$ cat src/rtl/fifo_ctrl.sv
// FIFO pointer/occupancy controller; almost flags compiled in by FIFO_CTRL_ALMOST_FLAGS_EN.
// Latency: write/read strobes are combinational; count, flags and pointers update on the next edge.
// Backpressure: pushes are rejected when FULL unless a pop is accepted in the same cycle; pops are rejected when EMPTY.
module fifo_ctrl #(
    parameter int PTR_W = 3
) (
    input  logic             clk,
    input  logic             reset,
    input  logic             push,
    input  logic             pop,
    input  logic             err_clr,
`ifdef FIFO_CTRL_ALMOST_FLAGS_EN
    input  logic [PTR_W-1:0] af_thresh,
    input  logic [PTR_W-1:0] ae_thresh,
`endif
    output logic [PTR_W-1:0] wr_ptr,
    output logic [PTR_W-1:0] rd_ptr,
    output logic             write,
    output logic             read,
    output logic             full,
    output logic             empty,
    output logic [PTR_W:0]   count,
    output logic             overflow,
    output logic             underflow
`ifdef FIFO_CTRL_ALMOST_FLAGS_EN
    ,
    output logic             almost_full,
    output logic             almost_empty
`endif
);

    localparam logic [PTR_W:0]   DEPTH   = {1'b1, {PTR_W{1'b0}}};
    localparam logic [PTR_W:0]   CNT_ONE = 1;
    localparam logic [PTR_W-1:0] PTR_ONE = 1;

    typedef enum logic [1:0] {S_EMPTY, S_ACTIVE, S_FULL} state_t;

    state_t         state;
    logic           push_ok;
    logic           pop_ok;
    logic           ovf_evt;
    logic           unf_evt;
    logic [PTR_W:0] count_nxt;

    assign empty = (state == S_EMPTY);
    assign full  = (state == S_FULL);

    // A push into FULL is only legal when a pop frees the slot in the same cycle.
    assign push_ok = !reset && push && ((state != S_FULL) || pop);
    assign pop_ok  = !reset && pop && (state != S_EMPTY);
    assign write   = push_ok;
    assign read    = pop_ok;

    assign ovf_evt = push && !pop && (state == S_FULL);
    assign unf_evt = pop && (state == S_EMPTY);

    always_comb begin
        count_nxt = count;
        if (push_ok && !pop_ok)
            count_nxt = count + CNT_ONE;
        else if (pop_ok && !push_ok)
            count_nxt = count - CNT_ONE;
    end

    always_ff @(posedge clk or posedge reset) begin
        if (reset) begin
            state     <= S_EMPTY;
            wr_ptr    <= '0;
            rd_ptr    <= '0;
            count     <= '0;
            overflow  <= 1'b0;
            underflow <= 1'b0;
        end else begin
            if (push_ok)
                wr_ptr <= wr_ptr + PTR_ONE;
            if (pop_ok)
                rd_ptr <= rd_ptr + PTR_ONE;
            count     <= count_nxt;
            // Set wins over clear so an error coincident with err_clr is not lost.
            overflow  <= ovf_evt || (overflow && !err_clr);
            underflow <= unf_evt || (underflow && !err_clr);
            case (state)
                S_EMPTY:
                    if (push_ok && !pop_ok)
                        state <= S_ACTIVE;
                S_ACTIVE:
                    if (push_ok && !pop_ok && (count_nxt == DEPTH))
                        state <= S_FULL;
                    else if (pop_ok && !push_ok && (count_nxt == '0))
                        state <= S_EMPTY;
                S_FULL:
                    if (pop_ok && !push_ok)
                        state <= S_ACTIVE;
                default:
                    state <= S_EMPTY;
            endcase
        end
    end

`ifdef FIFO_CTRL_ALMOST_FLAGS_EN
    always_ff @(posedge clk or posedge reset) begin
        if (reset) begin
            almost_full  <= 1'b0;
            almost_empty <= 1'b1;
        end else begin
            almost_full  <= (count_nxt >= {1'b0, af_thresh});
            almost_empty <= (count_nxt <= {1'b0, ae_thresh});
        end
    end
`endif

endmodule

$ cat config.mk
export PLATFORM = sky130hd
export DESIGN_NAME = fifo_ctrl
export DESIGN_NICKNAME = d
export VERILOG_FILES = /design/src/rtl/fifo_ctrl.sv
export SDC_FILE = /design/constraint.sdc
export NUM_CORES = 1
export LEC_CHECK = 0
export ABC_AREA = 1
export ABC_CLOCK_PERIOD_IN_PS = 1800
export CAP_MARGIN = 20
export CORE_UTILIZATION = 48
export CTS_CLUSTER_SIZE = 30
export DETAILED_ROUTE_END_ITERATION = 12
export PLACE_DENSITY = 0.81
export SYNTH_ARGS = -nofsm -noshare
export SYNTH_HDL_FRONTEND = slang
export SYNTH_SLANG_ARGS = --single-unit
$ cat constraint.sdc
create_clock -name clk -period 1.8 [get_ports clk]
set_input_delay 0.27 -clock clk [delete_from_list [all_inputs] [get_ports clk]]
set_output_delay 0.27 -clock clk [all_outputs]
set_load 0.01 [all_outputs]
## After elaboration in Yosys (flattened, before gate mapping)

Index checks and enable logic that the tools add are counted.
Widths: inputs -> output; s select.

| storage, ports and cells | value |
|---|---|
| latch bits | 0 |
| ROM bits | 0 |
| memories kept | 0 |
| memory bits (writable) | 0 |
| word-level logic and storage cells | 49 |
| register bits after elaboration | 14 |

| cells by class | value |
|---|---|
| add/subtract/negate cells | 4 |
| reduce and logical (&&, ||, !) cells | 25 |
| eq/ne operators | 7 |
| divide/modulo/power cells | 0 |
| bitwise gates (word level) | 0 |
| $mul | 0 |
| muxes and demuxes | 7 |
| shift-type cells | 0 |
| $lt $le $gt $ge | 0 |

Operator list:

| kind | count |
|---|---|
| $logic_and 1x1->1 | 13 |
| $mux 2 | 4 |
| $mux 4 | 2 |
| $add 3x1->3 const B | 2 |
| $pmux 2 s3 | 1 |
| $logic_not 1->1 | 5 |
| $add 4x1->4 const B | 1 |
| $eq 4x4->1 const B | 1 |
| $logic_not 4->1 | 1 |
| $ne 2x1->1 const B | 2 |
| $sub 4x1->4 const B | 1 |
| $logic_or 1x1->1 | 3 |
| $ne 3x3->1 const B | 1 |
| $reduce_and 3->1 | 1 |
| $eq 2x1->1 const B | 1 |
| $eq 2x2->1 const B | 1 |
| $logic_not 2->1 | 1 |
| $ne 2x2->1 const B | 1 |
| $reduce_bool 2->1 | 1 |

## Logic depth before layout (Yosys ltp)

Gate-level depths: netlist of run 1.

| logic depth | value |
|---|---|
| word-level depth | 12 |
| mapped depth | 13 |
| mapped depth without buffers | 13 |

## Worst setup path before layout of run 1

OpenSTA, ideal clock, no wires.

| timing | value |
|---|---|
| path type | reg-to-reg |
| start point | reg count[0] |
| end point | reg state[0] |
| data required time | 1.679 ns |
| setup slack | 0.259 ns |
| cell stages (with the launch flop) | 7 |
| path buffers | 0 |
| setup time | 0.121 ns |
| arrival time | 1.420 ns |
| period minus slack after synthesis | 1.541 ns |
| path through | dfrtp_1 inv_1 ha_1 nor4_1 nand3_2 nand3_2 o21ai_2 |

| between the ends | value |
|---|---|
| cells in the longest elaborated chain, start to end | 7 |
| elaborated cells on any way between the ends | 12 |

RTL lines:

| item | line | source |
|---|---|---|
| start, declared | 22 | `output logic [PTR_W:0] count,` |
| start signal, assigned | 78 | `count <= count_nxt;` |
| $sub 4x1->4 | 62 | `count_nxt = count - CNT_ONE;` |
| $mux 4 | 61 | `else if (pop_ok && !push_ok)` |
| $mux 4 * | 59 | `if (push_ok && !pop_ok)` |
| $eq 4x4->1 / $logic_not 4->1 (equally long branches) | 87, 89 |  |
| $logic_and 1x1->1, on equally long branches | 87, 89 |  |
| $ne 3x3->1 (no source line) / $mux 2 (equally long branches) | n/a |  |
| $reduce_and 3->1 (no source line) / $pmux 2 s3 (equally long branches) | n/a |  |
| end signal, assigned | 85 | `state <= S_ACTIVE;` |
| end signal, assigned | 88 | `state <= S_FULL;` |
| end signal, assigned | 90 | `state <= S_EMPTY;` |
| end, declared | 38 | `state_t state;` |

Mark *: on every way between the ends. The rest lies on a longest branch, timed or not.
A chain may end at the register's enable or synchronous reset.

## Final worst setup path of run 1

| timing | value |
|---|---|
| start point | reg state[0] |
| end point | out empty |

| between the ends | value |
|---|---|
| cells in the longest elaborated chain, start to end | 1 |

RTL lines:

| item | line | source |
|---|---|---|
| start signal, assigned | 67 | `state <= S_EMPTY;` |
| start signal, assigned | 85 |  |
| start signal, assigned | 88 |  |
| $logic_not 2->1 | 45 | `assign empty = (state == S_EMPTY);` |
| end, declared | 21 | `output logic empty,` |

Every way passes these cells.

==> results.toml, run 1 <==
[run_status]
status = "complete, no violations"

[detailed_routing]
firstDrtPassIters = 6
vias = 903
ant_nets = 0
wl_per_cell_um = 11.72
drtIter0Drc = 14
wl_mm = 2.122
vias_per_cell = 4.989
drc = 0

[timing]
slew-limit-headroom_pct = 80.73
rsz0062_at_grt = "true"
tightest_slew_ns = 0.2866
clock_skew_ns = 0.005129
finalCritPeriodShare_pct = 98.75
min_period_ns = 1.778
setup_tns_ns = 0
hold_viol = 0
fmax_mhz = 562.6
slew_viol_final = 0
finalSetupViolCount = 0

[worst_setup_path]
r2r_slack_ns = 0.14
timing.rr.end = "state[0]"
crit_required_ns = 1.53
arrival_ns = 1.51
reg2reg_from = "count[0]"
crit_fanout = 4
worstRegToRegCells = 6
critPathCaptureType = "primary output"
critical_path_class = "reg -> out"
cp-startpoint = "state[0]"
startpoint_type = "flop"

[placement]
place_congestion = 0.7990
io_buffers = 20
dp_hpwl_mm = 1.612
post_dp_cell_area_um2 = 1279

[finish]
most-common-layout-cells = "36 x nand2_1, 18 x buf_4, 15 x inv_1, 15 x clkdlybuf4s50_1, 14 x dfrtp_1"
layout_commonest_cell = "nand2_1"
drive_above_1_share_pct = 28.85
final.fill_count = 144
fin_nets = 166
stdcell_area_um2 = 1329
area_growth_syn_to_layout_pct = 44.49
diodes = 0

[floorplan]
die-height_um = 45.77
dieArea_um2 = 2095
core-area_um2 = 1764
row_count = 15
initial_core_util_pct = 52.13
die_w_um = 45.77
io_pins = 21

[worst_hold_path]
hold_path_class = "in -> async"

[grt]
antenna_found_initial = 0
grt_pass1_wl_mm = 3.332
grt_pass1_vias = 805
grt_max_degree = 9
grt_usage_pct = 22.63
overflow = 0

[clock_network]
cts_sinks = 14
htree_levels = 1
cts_root_buffer = "clkbuf_4"
cts_buffer_depth = 2
clkLatencyLatePin_ns = 0.28
ctsHoldBuffers = 0
cts_buffers = 3
path_clk_slew_ns = 0.09
cts_tree = "built"

[yosys]
syn_nets = 123
syn_avg_cell_area_um2 = 8.067
ys_seq_area_share_pct = 38.10
ys.warnings.count = 0
synth_cell_types = 21
ys_ff_latch = 14
syn_inst = 114
syn_area_um2 = 919.6

[power_and_ir_drop]
design_power_total_w = 0.001862
powerDensity_nw_per_um2 = 1402
irDropWorstVdd_uv = 972.9
leakage_nw = 0.7083

[flow_run]
maxCapViolations = 0
-- power by group --
part | internal, W | switching [W]
sequential | 0.000443 | 0.000140
clock | 0.000123 | 0.000104
combinational | 0.000533 | 0.000520
total | 0.00110 | 0.000764
-- flip-flops by register name, summed over array words and instances (netlist names) --
signal	flops
count	4
overflow	1
rd_ptr	3
state	2
underflow	1
wr_ptr	3
-- metrics by stage --
stage	util, %	hold WS [ns]	std cells	setup slack [ns]
2_1_floorplan	-	0.1065	114	0.2594
4_1_cts	74.40	0.1913	180	0.01259
6_report	75.32	0.1895	181	0.02245
3_5_place_dp	72.48	0.4692	176	-0.1748
3_3_place_gp	72.48	0.4614	176	-0.1354
5_1_grt	75.32	0.1953	181	-0.03664
-- Yosys cell counts --
cell,n,share of area [%]
nand4_4,1,2.3
nand3_4,1,1.9
xnor2_1,4,3.8
inv_1,15,6.1
nand4_1,1,0.68
nand2_4,2,2.4
nand3_1,8,4.4
ha_1,4,5.4
o21ai_2,2,1.9
o22ai_1,2,1.4
nand3_2,3,3.3
nand2_1,36,15
nor4_1,1,0.68
o21ai_0,1,0.54
nor2_1,5,2.0
nor2_4,3,3.7
xor2_1,2,1.9
nand2_2,3,2.0
nor2_2,1,0.68
inv_2,5,2.0
dfrtp_1,14,38
-- critical path, cell delays in order (launching register included) --
cell and delay [ns]:
dfrtp_1 0.44, nor2_2 0.21, clkdlybuf4s50_1 0.57
-- kinds of logic (layout without fill, tap and decap cells) --
logic type	count (synthesis)	after routing	synth area share, %
flops	14	14	38.10
compound gates	5	5	3.809
buf+inv	20	62	8.163
xor+xnor	6	6	5.714
fa+ha+maj	4	4	5.442
simple gates	65	65	38.78
-- timing repair --
action,4_1_cts,5_1_grt
gates resized for setup,5,2
buffers inserted,0,1
setup endpoints to repair,3,3
-- cell type report --
type	count	area, um^2	share of cell area, %
Multi-Input combinational cell	80	503.0	37.85
Sequential cell	14	350.3	26.37
Timing Repair Buffer	38	332.8	25.05
Inverter	20	75.07	5.650
Clock buffer	4	36.28	2.731
Tap cell	25	31.28	2.354
-- per-layer routing --
layer	routed length (um)	vias up	track usage, %
li1	-	444	-
met1	814	421	26.23
met3	146	2	7.937
met4	12	0	4.706
met2	1148	36	40.00
met5	0	-	0
-- how the worst max path moves through the flow --
stage / endpoint / cells past startpoint / slack, ns
after floorplan: state[0] / 6 / 0.26
after global placement: state[0] / 13 / -0.14
after detailed placement: state[0] / 12 / -0.17
after CTS: full / 3 / 0.01
after global routing: empty / 2 / -0.04
final: empty / 2 / 0.02
Power figures use the tool's default switching activity.
==> run 2, diff against run 1 <==
- ABC_CLOCK_PERIOD_IN_PS: 1800 -> not set
- CTS_CLUSTER_SIZE: 30 -> 14
==> results of run 2 <==
Final layout, timing and power as in run 1 (identical DEF).
==> run 3, diff against run 2 <==
- CTS_CLUSTER_DIAMETER: not set -> 80
==> results of run 3 <==
Final layout, timing and power as in run 1 (identical DEF).
